File: src/rtl/cpu_run_ctrl.sv
// cpu_run_ctrl
//   Run/halt/step sequencer for the pipelined RISC-V CPU. It owns the CPU's
//   active-high reset and its clock-enable, watches the fetch PC for a single
//   breakpoint, and counts cycles in which the CPU was allowed to advance.
//
// Ports
//   clk, rst           system clock, asynchronous active-low reset
//   cmd_valid/ready    command handshake (accepted on valid & ready at posedge)
//   cmd_op             0 HALT, 1 RUN, 2 STEP, 3 RESET_CPU
//   cmd_count          STEP length in enabled cycles (0 behaves as 1)
//   bp_en, bp_addr     PC breakpoint
//   pc                 CPU fetch PC
//   cpu_en             CPU clock-enable (combinational)
//   cpu_rst            CPU reset (registered)
//   halted             sequencer is in HALTED
//   halt_cause         0 command, 1 breakpoint, 2 step done, 3 boot
//   cycle_count        number of cycles with cpu_en = 1 (wraps)
module cpu_run_ctrl #(
   parameter int RST_CYCLES = 4,
   parameter bit BOOT_RUN   = 1'b1,
   parameter int CNT_W      = 16
) (
   input  logic             clk,
   input  logic             rst,
   input  logic             cmd_valid,
   output logic             cmd_ready,
   input  logic [1:0]       cmd_op,
   input  logic [CNT_W-1:0] cmd_count,
   input  logic             bp_en,
   input  logic [31:0]      bp_addr,
   input  logic [31:0]      pc,
   output logic             cpu_en,
   output logic             cpu_rst,
   output logic             halted,
   output logic [1:0]       halt_cause,
   output logic [31:0]      cycle_count
);

   localparam int             RCW      = (RST_CYCLES > 1) ? $clog2(RST_CYCLES) : 1;
   localparam logic [RCW-1:0] RST_LOAD = RCW'(RST_CYCLES - 1);

   localparam logic [1:0] OP_HALT  = 2'd0;
   localparam logic [1:0] OP_RUN   = 2'd1;
   localparam logic [1:0] OP_STEP  = 2'd2;
   localparam logic [1:0] OP_RESET = 2'd3;

   localparam logic [1:0] HC_CMD  = 2'd0;
   localparam logic [1:0] HC_BP   = 2'd1;
   localparam logic [1:0] HC_STEP = 2'd2;
   localparam logic [1:0] HC_BOOT = 2'd3;

   typedef enum logic [1:0] {S_CPU_RESET, S_HALTED, S_RUN, S_STEP} state_t;

   state_t           state_q, state_d;
   logic [RCW-1:0]   rst_cnt_q, rst_cnt_d;
   logic             cpu_rst_q, cpu_rst_d;
   logic [1:0]       cause_q, cause_d;
   logic [CNT_W-1:0] step_q, step_d;
   logic             skip_q, skip_d;
   logic             boot_q, boot_d;
   logic [31:0]      cyc_q;
   logic             clr_cnt;
   logic             acc;
   logic             bp_hit;

   always_comb begin
      state_d   = state_q;
      rst_cnt_d = rst_cnt_q;
      cpu_rst_d = cpu_rst_q;
      cause_d   = cause_q;
      step_d    = step_q;
      skip_d    = skip_q;
      boot_d    = boot_q;
      clr_cnt   = 1'b0;
      cpu_en    = 1'b0;
      cmd_ready = (state_q != S_CPU_RESET);
      acc       = cmd_valid & cmd_ready;
      // skip lets a RUN issued while parked on the breakpoint get past it once
      bp_hit    = bp_en & (pc == bp_addr) & ~skip_q;

      // RESET_CPU outranks everything else that can happen on the same edge
      if (acc && cmd_op == OP_RESET) begin
         state_d   = S_CPU_RESET;
         rst_cnt_d = RST_LOAD;
         cpu_rst_d = 1'b1;
         clr_cnt   = 1'b1;
         boot_d    = 1'b0;
      end

      unique case (state_q)
         S_CPU_RESET: begin
            if (rst_cnt_q == '0) begin
               cpu_rst_d = 1'b0;
               boot_d    = 1'b0;
               if (boot_q && BOOT_RUN) begin
                  state_d = S_RUN;
               end else begin
                  state_d = S_HALTED;
                  cause_d = boot_q ? HC_BOOT : HC_CMD;
               end
            end else begin
               rst_cnt_d = rst_cnt_q - 1'b1;
            end
         end
         S_HALTED: begin
            if (acc && cmd_op == OP_RUN) begin
               state_d = S_RUN;
               skip_d  = 1'b1;
            end else if (acc && cmd_op == OP_STEP) begin
               state_d = S_STEP;
               step_d  = (cmd_count == '0) ? CNT_W'(1) : cmd_count;
            end
         end
         S_RUN: begin
            cpu_en = ~bp_hit;
            skip_d = 1'b0;
            if (!(acc && cmd_op == OP_RESET)) begin
               if (acc && cmd_op == OP_HALT) begin
                  state_d = S_HALTED;
                  cause_d = HC_CMD;
               end else if (bp_hit) begin
                  state_d = S_HALTED;
                  cause_d = HC_BP;
               end
            end
         end
         S_STEP: begin
            cpu_en = 1'b1;
            step_d = step_q - 1'b1;
            if (!(acc && cmd_op == OP_RESET)) begin
               if (acc && cmd_op == OP_HALT) begin
                  state_d = S_HALTED;
                  cause_d = HC_CMD;
                  step_d  = '0;
               end else if (step_q <= CNT_W'(1)) begin
                  state_d = S_HALTED;
                  cause_d = HC_STEP;
                  step_d  = '0;
               end
            end
         end
         default: ;
      endcase
   end

   always_ff @(posedge clk or negedge rst) begin
      if (!rst) begin
         state_q   <= S_CPU_RESET;
         rst_cnt_q <= RST_LOAD;
         cpu_rst_q <= 1'b1;
         cause_q   <= HC_BOOT;
         step_q    <= '0;
         skip_q    <= 1'b0;
         boot_q    <= 1'b1;
      end else begin
         state_q   <= state_d;
         rst_cnt_q <= rst_cnt_d;
         cpu_rst_q <= cpu_rst_d;
         cause_q   <= cause_d;
         step_q    <= step_d;
         skip_q    <= skip_d;
         boot_q    <= boot_d;
      end
   end

   // Counter is only written when it changes, so it holds otherwise.
   always_ff @(posedge clk or negedge rst) begin
      if (!rst) begin
         cyc_q <= '0;
      end else if (clr_cnt) begin
         cyc_q <= '0;
      end else if (cpu_en) begin
         cyc_q <= cyc_q + 32'd1;
      end
   end

   assign cpu_rst     = cpu_rst_q;
   assign halted      = (state_q == S_HALTED);
   assign halt_cause  = cause_q;
   assign cycle_count = cyc_q;

endmodule

File: config.mk
export PLATFORM = sky130hd
export DESIGN_NAME = cpu_run_ctrl
export DESIGN_NICKNAME = d
export VERILOG_FILES = /design/src/rtl/cpu_run_ctrl.sv
export SDC_FILE = /design/constraint.sdc
export NUM_CORES = 1
export LEC_CHECK = 0
export CAP_MARGIN = 20
export CELL_PAD_IN_SITES_DETAIL_PLACEMENT = 1
export CELL_PAD_IN_SITES_GLOBAL_PLACEMENT = 2
export CORE_MARGIN = 3
export CORE_UTILIZATION = 29
export CTS_CLUSTER_DIAMETER = 200
export CTS_CLUSTER_SIZE = 24
export DETAILED_ROUTE_END_ITERATION = 12
export GPL_TIMING_DRIVEN = 1
export PLACE_DENSITY = 0.88
export SLEW_MARGIN = 20
export SYNTH_ARGS = -nofsm -noshare
export SYNTH_HDL_FRONTEND = slang
export SYNTH_SLANG_ARGS = --single-unit
File: constraint.sdc
create_clock -name clk -period 5.2 [get_ports clk]
set_clock_uncertainty 0.15 [all_clocks]
set_input_delay 0.52 -clock clk [delete_from_list [all_inputs] [get_ports clk]]
set_output_delay 0.52 -clock clk [all_outputs]
set_load 0.03 [all_outputs]
* Word level (Yosys, flattened, before mapping) *
Cells that the tools add are included.

word-level totals
  register bits = 57
  input bits = 86
  word-level logic and storage cells = 92

operators by class
  add/sub/neg operators = 3
  order comparisons = 1
  eq/ne operators = 16
  multiplexer cells = 43
  bitwise operators = 5
  reductions and logical operators = 16

operators by type and width
  kind                                                              number
  two-way mux 16 bit                                                6
  two-way mux 32 bit                                                2
  two-way mux 2 bit                                                 22
  adder 32 x 1 -> 32 bit (second input constant)                    1
  equality test 32 bit                                              1
  one-hot mux 16 bit (2 select lines)                               1
  less-or-equal comparator 16 x 1 -> 1 bit (second input constant)  1
  zero test 16 bit                                                  1
  subtractor 16 x 1 -> 16 bit (second input constant)               1
  != test 2 bit (second input constant)                             5
  equality test 2 bit (second input constant)                       4
  two-way mux 1 bit                                                 8
  one-hot mux 2 bit (4 select lines)                                1
  nonzero test 2 bit                                                4
  AND reduction 7 bit                                               1
  zero test 2 bit                                                   3
  != test 3 bit (second input constant)                             2
  one-hot mux 2 bit (3 select lines)                                1
  equality test 2 x 1 -> 1 bit (second input constant)              2
  logical AND 1 bit                                                 4
  != test 2 x 1 -> 1 bit (second input constant)                    2
  one-hot mux 1 bit (2 select lines)                                2
  bitwise AND 1 bit                                                 3
  AND reduction 3 bit                                               1
  other kinds (4)                                                   5

* Depth between registers and ports, before layout *
Gate-level depths: netlist of the first run.

  depth in word-level cells = 8
  depth in mapped cells = 9
  mapped depth without buffers = 8

* Worst setup path after synthesis of the first run *
OpenSTA, ideal clock, no wires.

  kind = input-to-output
  start = in bp_addr[21]
  end = out cpu_en
  arrival time = 1.975 ns
  required time = 4.530 ns
  path slack = 2.555 ns
  stages = 7
  buffers on the path = 1
  cells stage by stage = xor2_1 > nor4_1 > nand4_1 > nor4_2 > buf_2 > nand2b_1 > inv_1

on the way
  cells in the longest elaborated chain, start to end = 5

RTL lines
  item                                line  RTL
  from (decl)                         30    input logic [31:0] bp_addr,
  equality test 32 bit                79    bp_hit = bp_en & (pc == bp_addr) & ~skip_q;
  bitwise AND 1 bit (2 in a row)      79
  inverter 1 bit                      115   cpu_en = ~bp_hit;
  one-hot mux 1 bit (2 select lines)  90    unique case (state_q)
  to (decl)                           32    output logic cpu_en,

Every way passes these cells.

* Worst setup path in the final report of the first run *
Same ends and word-level chain as after synthesis.

==> metrics.yaml, run 1 <==
cts:
  worstSkewPairLatency_ns: 0.33
  postCtsSetupBuffers: 0
  cts.sinks: 57
  cts-hold-fix-buffers: 0
  htreeDepth: 3
  tritoncts: "yes"
  cts.clk_slew.worst_paths_ns: 0.05
  cts_root_buf: "clkbuf_16"
  cts_buffers: 9
  cts_resized: 0
  cts_buffer_depth: 2
floorplan:
  coreArea_sq_um: 12800
  row_count: 41
  dieArea_sq_um: 14700
  num_io_pins: 124
  die_w_um: 121
  die_y_um: 121
  start_util_pct: 30.0
routing:
  drc_errors: 0
  highest_layer: "met4"
  vias_per_cell: 5.38
  antenna_left: 0
  wl_met3_um: 663
  dr_wl_met2_mm: 6.51
  wirelength_mm: 12.9
  met1_length_mm: 5.63
  drtPass1Iterations: 4
  dr.first_iter.drc_count: 117
  wl_per_cell_um: 17.4
  vias: 4006
layout:
  multi_input_area_sq_um: 2290
  fin_util_pct: 43.1
  area_growth_pct: 43.5
  drive_above_1_share_pct: 5.59
  nNetsFinal: 656
  area.sequential_sq_um: 1430
  diodes: 0
  final_cells: 744
  fillers: 1521
logic_synthesis:
  synth_top_area_share_pct: 33.1
  postSynthCellCount: 450
  synth.net_count: 539
  synthFlopType: "dfrtp_1"
  netlist_top_cells_count: "dfrtp_1, nand2_1, xor2_1"
  yosys.area.top_type: "dfrtp_1"
  synth_area_leaders: "dfrtp_1, xor2_1, nor4_1"
  synth_most_common_cell: "dfrtp_1"
  ys_async_sr_fraction_pct: 100
  ys_warn_count: 0
  synth.avg_cell_area_sq_um: 8.56
  yosysUniqueCellTypes: 50
  synth.ff_latch_count: 57
  synth_area_sq_um: 3850
  synth-edff-count: 0
  ys_seq_area_share_pct: 37.2
run:
  cap_viol_max_count: 0
setup_path:
  r2r_slack_ns: 2.16
  crit_buf_inv: 3
  critPathLaunchType: "input port"
  crit_path_frequent_cell: "clkdlybuf4s50_1"
  crit_path_cell_trace: "clkdlybuf4s50_1, xor2_1, nor4_1, nand4_1, nor4_4, nand2b_1, inv_1, clkdlybuf4s50_1"
  worstPathRequired_ns: 4.53
  critPathMaxFanout: 3
  r2r_end: "step_q[11]"
  rr_worst_depth: 5
  criticalPathCategory: "in2out"
  r2r-start: "step_q[12]"
  cp.depth: 8
  crit_family: "simple AND/OR/NAND/NOR gates"
  slowest_delay_ns: 0.60
  crit_arrival_ns: 2.96
  critPathSlowestCell: "clkdlybuf4s50_1"
  worst_setup_path_end_kind: "primary output"
sta:
  fin_crit_sh_pct: 69.8
  max-slew-margin-rel_pct: 39.0
  tightest_slew_ns: 0.912
  rsz0062_at_grt: "no"
  tns_ns: 0
  setup_viol: 0
  max_freq_mhz: 275
  hold_viol: 0
  slew_violations: 0
  period_minus_slack_ns: 3.63
  hold_slack_ns: 0.197
worst_hold_path:
  hold_path.class: "in2async"
power:
  ir_drop_mv: 0.150
  power.total_w: 0.00226
  power_leakage_nw: 2.19
  p_per_area_nw_per_um2: 409
placement:
  hpwl_mm: 9.66
  placedCellCount: 728
  placement.io_buffers: 123
  gp_congestion: 0.798
grt:
  grt_max_degree: 58
  antenna_found_initial: 0
  grt.total_usage_pct: 17.7
  grt_pass1_wl_mm: 21.0
  overflow: 0
  grt_pass1_vias: 4201
run_status:
  outcome: "finished clean"
-- cells by family after synthesis --
kind of cell               after synthesis  synth area share, %
and+or+nand+nor                        221                 31.7
AOI/OAI and AO/OA                       93                 16.2
DFF                                     57                 37.2
buffers and inverters                   32                 3.47
xor gates and xnor gates                31                 7.05
muxes                                   13                 3.38
adders and majority gates                3                0.974
-- routing by layer --
| layer | vias to the layer above | track usage, % |
|---|---|---|
| li1 | 1913 | - |
| met2 | 90 | 31.0 |
| met5 | - | 0 |
| met3 | 13 | 4.10 |
| met4 | 0 | 4.76 |
| met1 | 1990 | 21.9 |
-- sequential cells by signal, indices dropped and copies added, names as in the netlist --
name,flops
step_q,16
cpu_rst,1
rst_cnt_q,2
state_q,2
cycle_count,32
boot_q,1
skip_q,1
halt_cause,2
-- report_power, final --
part           leakage (nW)  switching [W]  total [W]  internal, W
registers             0.745       0.000198   0.000783     0.000585
logic                  1.30       0.000505   0.000895     0.000390
clock network         0.144       0.000202   0.000585     0.000382
-- cells in the final DEF, fill, tap and decap left out, drive strengths merged, types with 4 or more instances in the layout --
cell | netlist | routed
nand4 | 11 | 11
a21o | 4 | 4
buf | 9 | 5
nor2 | 25 | 25
and3 | 7 | 7
o211ai | 5 | 5
dfrtp | 51 | 51
nand2 | 49 | 49
xor2 | 31 | 31
or4 | 9 | 9
clkbuf | 12 | 13
mux2i | 13 | 13
dfstp | 6 | 6
a221o | 7 | 7
o31ai | 6 | 6
o21a | 6 | 6
nand2b | 15 | 15
nor4 | 32 | 32
a21oi | 16 | 16
nor3 | 16 | 16
inv | 11 | 11
o21ai | 29 | 29
or3 | 10 | 10
nor2b | 9 | 9
nand3 | 22 | 22
nor3b | 4 | 4
clkdlybuf4s50 | 0 | 122
-- final cells by class --
cell class / count / share of cell area (%)
Clock buffer: 13 / 4.52
Clock inverter: 3 / 0.724
Inverter: 11 / 0.746
Multi-Input combinational cell: 361 / 41.5
Sequential cell: 57 / 25.9
Tap cell: 172 / 3.89
Timing Repair Buffer: 127 / 22.7
-- stage by stage --
stage / setup slack [ns] / instance area, sq um
4_1_cts: 1.53 / 5530
2_1_floorplan: 2.56 / 3850
6_report: 1.57 / 5530
5_1_grt: 1.32 / 5530
3_5_place_dp: 1.54 / 5240
3_3_place_gp: 1.58 / 5240
-- how the worst max path moves through the flow --
stage,start,endpoint
2_1_floorplan,bp_addr[21],cpu_en
3_3_place_gp,bp_addr[21],cpu_en
3_5_place_dp,bp_addr[21],cpu_en
4_1_cts,bp_addr[21],cpu_en
5_1_grt,bp_addr[21],cpu_en
6_report,bp_addr[21],cpu_en
Power figures use the tool's default switching activity.
==> run 2: changes to the inputs <==
--- a/config.mk
+++ b/config.mk
@@ -9,12 +9,12 @@
 export CELL_PAD_IN_SITES_DETAIL_PLACEMENT = 1
 export CELL_PAD_IN_SITES_GLOBAL_PLACEMENT = 2
 export CORE_MARGIN = 3
-export CORE_UTILIZATION = 29
+export CORE_UTILIZATION = 24
 export CTS_CLUSTER_DIAMETER = 200
 export CTS_CLUSTER_SIZE = 24
 export DETAILED_ROUTE_END_ITERATION = 12
 export GPL_TIMING_DRIVEN = 1
-export PLACE_DENSITY = 0.88
+export PLACE_DENSITY = 0.78
 export SLEW_MARGIN = 20
 export SYNTH_ARGS = -nofsm -noshare
 export SYNTH_HDL_FRONTEND = slang
==> constraint.sdc (replaced) <==
create_clock -name clk -period 3.1 [get_ports clk]
set_clock_uncertainty 0.15 [all_clocks]
set_input_delay 0.31 -clock clk [delete_from_list [all_inputs] [get_ports clk]]
set_output_delay 0.31 -clock clk [all_outputs]
set_load 0.03 [all_outputs]
==> metrics.yaml, run 2 (same netlist as run 1, synthesis figures left out) <==
run_status:
  outcome: "finished clean"
sta:
  fin_ws_ns: 0.264  # -1.30 ns
  period_minus_slack_ns: 2.84
  max-slew-margin-rel_pct: 48.0  # +9.0 points
  max_freq_mhz: 353
  hold_viol: 0  # unchanged
  fin_crit_sh_pct: 91.5
  tns_ns: 0  # unchanged
  tightest_slew_ns: 0.780  # -0.132 ns
  setup_viol: 0  # unchanged
  rsz0062_at_grt: "no"
  slew_violations: 0  # unchanged
floorplan:
  coreArea_sq_um: 15400  # +20%
  dieArea_sq_um: 17600  # +20%
  start_util_pct: 25.0  # -5.1 points
  die_w_um: 133  # +9.4%
  row_count: 45  # +9.8%
  die_y_um: 133  # +9.4%
  num_io_pins: 124  # unchanged
layout:
  diodes: 0  # unchanged
  area.sequential_sq_um: 1430  # unchanged
  multi_input_area_sq_um: 2290  # unchanged
  final_design_area_no_fill_sq_um: 5640  # +1.9%
  final_cells: 793  # +6.6%
  nNetsFinal: 666  # +1.5%
  final_cell_mix: "clkdlybuf4s50_1, dfrtp_1, nand2_1"
  drive_above_1_share_pct: 6.70  # +1.1 points
  largest_reg_flops: 32  # unchanged
  fin_util_pct: 36.5  # -6.6 points
  final_common_cell: "clkdlybuf4s50_1"
  fillers: 1813  # +19%
  area_growth_pct: 46.3
placement:
  placedCellCount: 776  # +6.6%
  gp_congestion: 0.764  # -4.2%
  hpwl_mm: 10.3  # +6.6%
  dp_slack_ns: -0.0230  # -1.56 ns
  placement.io_buffers: 123  # unchanged
  place_area_sq_um: 5360  # +2.2%
routing:
  wirelength_mm: 13.4  # +3.6%
  vias_per_cell: 5.10  # -5.2%
  vias: 4047  # +1.0%
  drc_errors: 0  # unchanged
  dr.first_iter.drc_count: 126  # +7.7%
  drtPass1Iterations: 4  # unchanged
  antenna_left: 0  # unchanged
  wl_per_cell_um: 16.9  # -2.8%
setup_path:
  criticalPathCategory: "in2out"
  worstPathRequired_ns: 2.64  # -1.89 ns
  critPathSlowestCell: "clkdlybuf4s50_1"
  worst_setup_path_end_kind: "primary output"
  critPathMaxFanout: 3  # unchanged
  crit_arrival_ns: 2.38  # -0.58 ns
  critPathLaunchType: "input port"
  slowest_delay_ns: 0.43  # -0.17 ns
  crit_family: "buffers and inverters"
  crit_buf_inv: 4  # +1
  crit_path_cell_trace: "clkdlybuf4s50_1, xor2_1, nor4_1, buf_4, nand4_1, nor4_4, nand2b_1, inv_1, dlygate4sd2_1"
power:
  seq_power_share_pct: 34.8  # +0.2 points
  switching_power_w: 0.00152  # +68%
  p_comb_share_pct: 40.8  # +1.2 points
  p_sw_share_pct: 40.5  # +0.47 points
  power_leakage_nw: 2.23  # +1.8%
  p_per_area_nw_per_um2: 668  # +63%
  p_int_w: 0.00224  # +65%
  clockPowerShare_pct: 24.4  # -1.4 points
  ir_drop_mv: 0.329  # +120%
grt:
  grt_max_degree: 51  # -12%
  grt.total_usage_pct: 15.4  # -2.4 points
  antenna_found_initial: 0  # unchanged
  grt_pass1_wl_mm: 22.3  # +5.9%
  overflow: 0  # unchanged
  grt_pass1_vias: 4349  # +3.5%
cts:
  cts_buffers: 9  # unchanged
  tritoncts: "yes"
  cts.clk_slew.worst_paths_ns: 0.05  # about the same
  cts_buffer_depth: 2  # unchanged
  worstSkewPairLatency_ns: 0.33  # about the same
  postCtsSetupBuffers: 0  # unchanged
  cts_root_buf: "clkbuf_16"
  cts.sinks: 57  # unchanged
  htreeDepth: 3  # unchanged
run:
  cap_viol_max_count: 0  # unchanged
worst_hold_path:
  hold_path.class: "reg2reg"
-- run 2: cell type report --
type,count,area share [%]
timing repair buffer,137,23.6
clock buffer,16,4.82
multi-input combinational,361,40.7
tap,211,4.68
sequential,57,25.4
inverter,11,0.732
-- run 2: final timing paths --
check,start,endpoint,slack [ns],cells past startpoint
worst min-delay path,step_q[15],step_q[15],0.34,1
max in group asynchronous,rst,halt_cause[0],1.58,3
worst min register to register,step_q[15],step_q[15],0.34,1
min in group asynchronous,rst,cycle_count[11],0.45,2
worst max-delay path,bp_addr[21],cpu_en,0.26,9
worst max register to register,step_q[13],step_q[6],0.48,6
-- run 2: power groups by stage --
| stage | Clock (W) | Combinational [W] | Sequential, W |
|---|---|---|---|
| 6_report | 0.000919 | 0.00153 | 0.00131 |
| 5_1_grt | 0.000978 | 0.00170 | 0.00136 |
| 4_1_cts | 0.000939 | 0.00156 | 0.00131 |
| 3_5_place_dp | 0 | 0.00155 | 0.00132 |
| 3_3_place_gp | 0 | 0.00150 | 0.00130 |
| 2_1_floorplan | 0 | 0.000784 | 0.00139 |
-- run 2: repair_timing --
item                                    CTS  global route
endpoints found under the setup margin    1             0
endpoints found under the hold margin    25             0
hold buffers                              1             0
gates resized for setup                   1             0
-- run 2: per-stage QoR --
stage                     power [W]  hold slack [ns]
final                       0.00376            0.339
after global routing        0.00404            0.355
after CTS                   0.00380            0.341
after floorplan             0.00218           -0.136
after global placement      0.00280            0.284
after detailed placement    0.00287            0.279
-- run 2: routing by layer --
metal / GRT usage (%) / vias up / wire [um]
met5: 0 / - / 0
met4: 4.50 / 0 / 235
met1: 18.4 / 2005 / 5750
li1: - / 1927 / -
met2: 27.6 / 98 / 6940
met3: 3.27 / 17 / 486
==> run 3: changes to the inputs <==
==> constraint.sdc (replaced) <==
create_clock -name clk -period 2.6 [get_ports clk]
set_clock_uncertainty 0.15 [all_clocks]
set_input_delay 0.26 -clock clk [delete_from_list [all_inputs] [get_ports clk]]
set_output_delay 0.26 -clock clk [all_outputs]
set_load 0.03 [all_outputs]
==> metrics.yaml, run 3 (same netlist as run 1, synthesis figures left out) <==
setup_path:
  r2r-start: "step_q[13]"
  r2r_slack_ns: 0.15  # -0.33 ns
  crit_start: "bp_addr[9]"
  criticalPathCategory: "in2out"
  worstPathRequired_ns: 2.19  # -0.45 ns
  crit_arrival_ns: 2.12  # -0.26 ns
  critPathMaxFanout: 3  # unchanged
  rr_worst_depth: 6  # unchanged
  critPathLaunchType: "input port"
  worst_setup_path_end_kind: "primary output"
  cp-endpoint: "cpu_en"
  r2r_end: "step_q[8]"
sta:
  tightest_slew_ns: 0.787  # +0.00703 ns
  tns_ns: 0  # unchanged
  rsz0062_at_grt: "yes"
  max_freq_mhz: 395
  slew_violations: 0  # unchanged
  max-slew-margin-rel_pct: 47.5  # -0.47 points
  fin_ws_ns: 0.0668  # -0.197 ns
  fin_crit_sh_pct: 97.4
  hold_slack_ns: 0.336  # -0.00317 ns
  period_minus_slack_ns: 2.53
  hold_viol: 0  # unchanged
  setup_viol: 0  # unchanged
layout:
  drive_above_1_share_pct: 10.2  # +3.5 points
  fin_util_pct: 37.5  # +0.95 points
  final_common_cell: "clkdlybuf4s50_1"
  final_cell_mix: "clkdlybuf4s50_1, dfrtp_1, nand2_1"
  largest_reg_flops: 32  # unchanged
  area_growth_pct: 50.1
  final_design_area_no_fill_sq_um: 5780  # +2.6%
  diodes: 0  # unchanged
  nNetsFinal: 682  # +2.4%
cts:
  worstSkewPairLatency_ns: 0.33  # about the same
  htreeDepth: 3  # unchanged
  tritoncts: "yes"
  cts_buffer_depth: 2  # unchanged
  cts_root_buf: "clkbuf_16"
  cts_buffers: 9  # unchanged
  cts.clk_slew.worst_paths_ns: 0.05  # about the same
  cts.sinks: 57  # unchanged
routing:
  wl_per_cell_um: 17.0  # +0.43%
  drtPass1Iterations: 4  # unchanged
  vias_per_cell: 5.01  # -1.9%
  antenna_left: 0  # unchanged
  wirelength_mm: 13.7  # +2.5%
  dr.first_iter.drc_count: 119  # -5.6%
  vias: 4051  # +0.099%
  drc_errors: 0  # unchanged
placement:
  dp_slack_ns: -0.439  # -0.416 ns
  placement.io_buffers: 123  # unchanged
  place_area_sq_um: 5500  # +2.6%
  hpwl_mm: 10.4  # +1.4%
  gp_congestion: 0.777  # +1.7%
power:
  power_leakage_nw: 2.32  # +4.0%
  p_per_area_nw_per_um2: 788  # +18%
  ir_drop_mv: 0.411  # +25%
floorplan:
  row_count: 45  # unchanged
  dieArea_sq_um: 17600  # unchanged
  start_util_pct: 25.0  # unchanged
  die_y_um: 133  # unchanged
  coreArea_sq_um: 15400  # unchanged
  num_io_pins: 124  # unchanged
  die_w_um: 133  # unchanged
grt:
  grt_pass1_wl_mm: 23.1  # +3.7%
  grt_max_degree: 58  # +14%
  overflow: 0  # unchanged
  antenna_found_initial: 0  # unchanged
  grt_pass1_vias: 4453  # +2.4%
  grt.total_usage_pct: 15.9  # +0.56 points
worst_hold_path:
  hold_path.class: "reg2reg"
run_status:
  outcome: "finished clean"
run:
  cap_viol_max_count: 0  # unchanged
[run 3: changes by cell type in the layout (fill, tap and decap cells not counted), sizes merged]
cell,delta
clkbuf,-4
dlygate4sd2,-1
clkinv,+4
buf,+17
[run 3: per-layer routing]
layer | global-route usage [%] | vias up | share of wire (%)
met5 | 0 | - | 0
met4 | 4.16 | 0 | 1.4
met2 | 28.2 | 84 | 51
met3 | 3.69 | 17 | 3.8
li1 | - | 1966 | -
met1 | 19.4 | 1984 | 43
[run 3: final cells by class]
class | count | area (sq um)
Clock inverter | 4 | 20.0
Inverter | 11 | 41.3
Multi-Input combinational cell | 361 | 2300
Timing Repair Buffer | 153 | 1470
Fill cell | 1844 | 9640
Clock buffer | 12 | 246
Sequential cell | 57 | 1430
Tap cell | 211 | 264
[run 3: per-stage QoR]
step | cells | power [W]
2_1_floorplan | 450 | 0.00260
3_3_place_gp | 791 | 0.00343
3_5_place_dp | 791 | 0.00351
4_1_cts | 809 | 0.00461
5_1_grt | 809 | 0.00489
6_report | 809 | 0.00456
[run 3: what timing repair did]
action                                  CTS  global route
endpoints found under the hold margin    51             0
endpoints found under the setup margin    1             4
hold buffers                              1             0
setup buffers                             1             0
pin swaps                                 3             2
resized for setup                         6             1
[run 3: how the worst min path moves through the flow]
stage          startpoint              to  slack [ns]  cells after the start
3_5_place_dp   step_q[15]      step_q[15]        0.32                      1
3_3_place_gp   step_q[15]      step_q[15]        0.31                      1
6_report          cpu_rst         cpu_rst        0.34                      2
2_1_floorplan         rst  cycle_count[0]       -0.19                      0
5_1_grt        step_q[15]      step_q[15]        0.37                      1
4_1_cts        step_q[15]      step_q[15]        0.34                      1
[run 3: critical path: stages]
cell and delay [ns]:
clkdlybuf4s50_1 0.42, xor2_1 0.16, nor4_1 0.30, nand3_1 0.21, nor4_4 0.33, nand2b_4 0.19
inv_1 0.08, buf_2 0.18
[run 3: where the power goes]
| part | internal [W] | switching (W) |
|---|---|---|
| clock network | 0.000663 | 0.000415 |
| logic | 0.000876 | 0.00106 |
| registers | 0.00117 | 0.000380 |
| total | 0.00271 | 0.00185 |
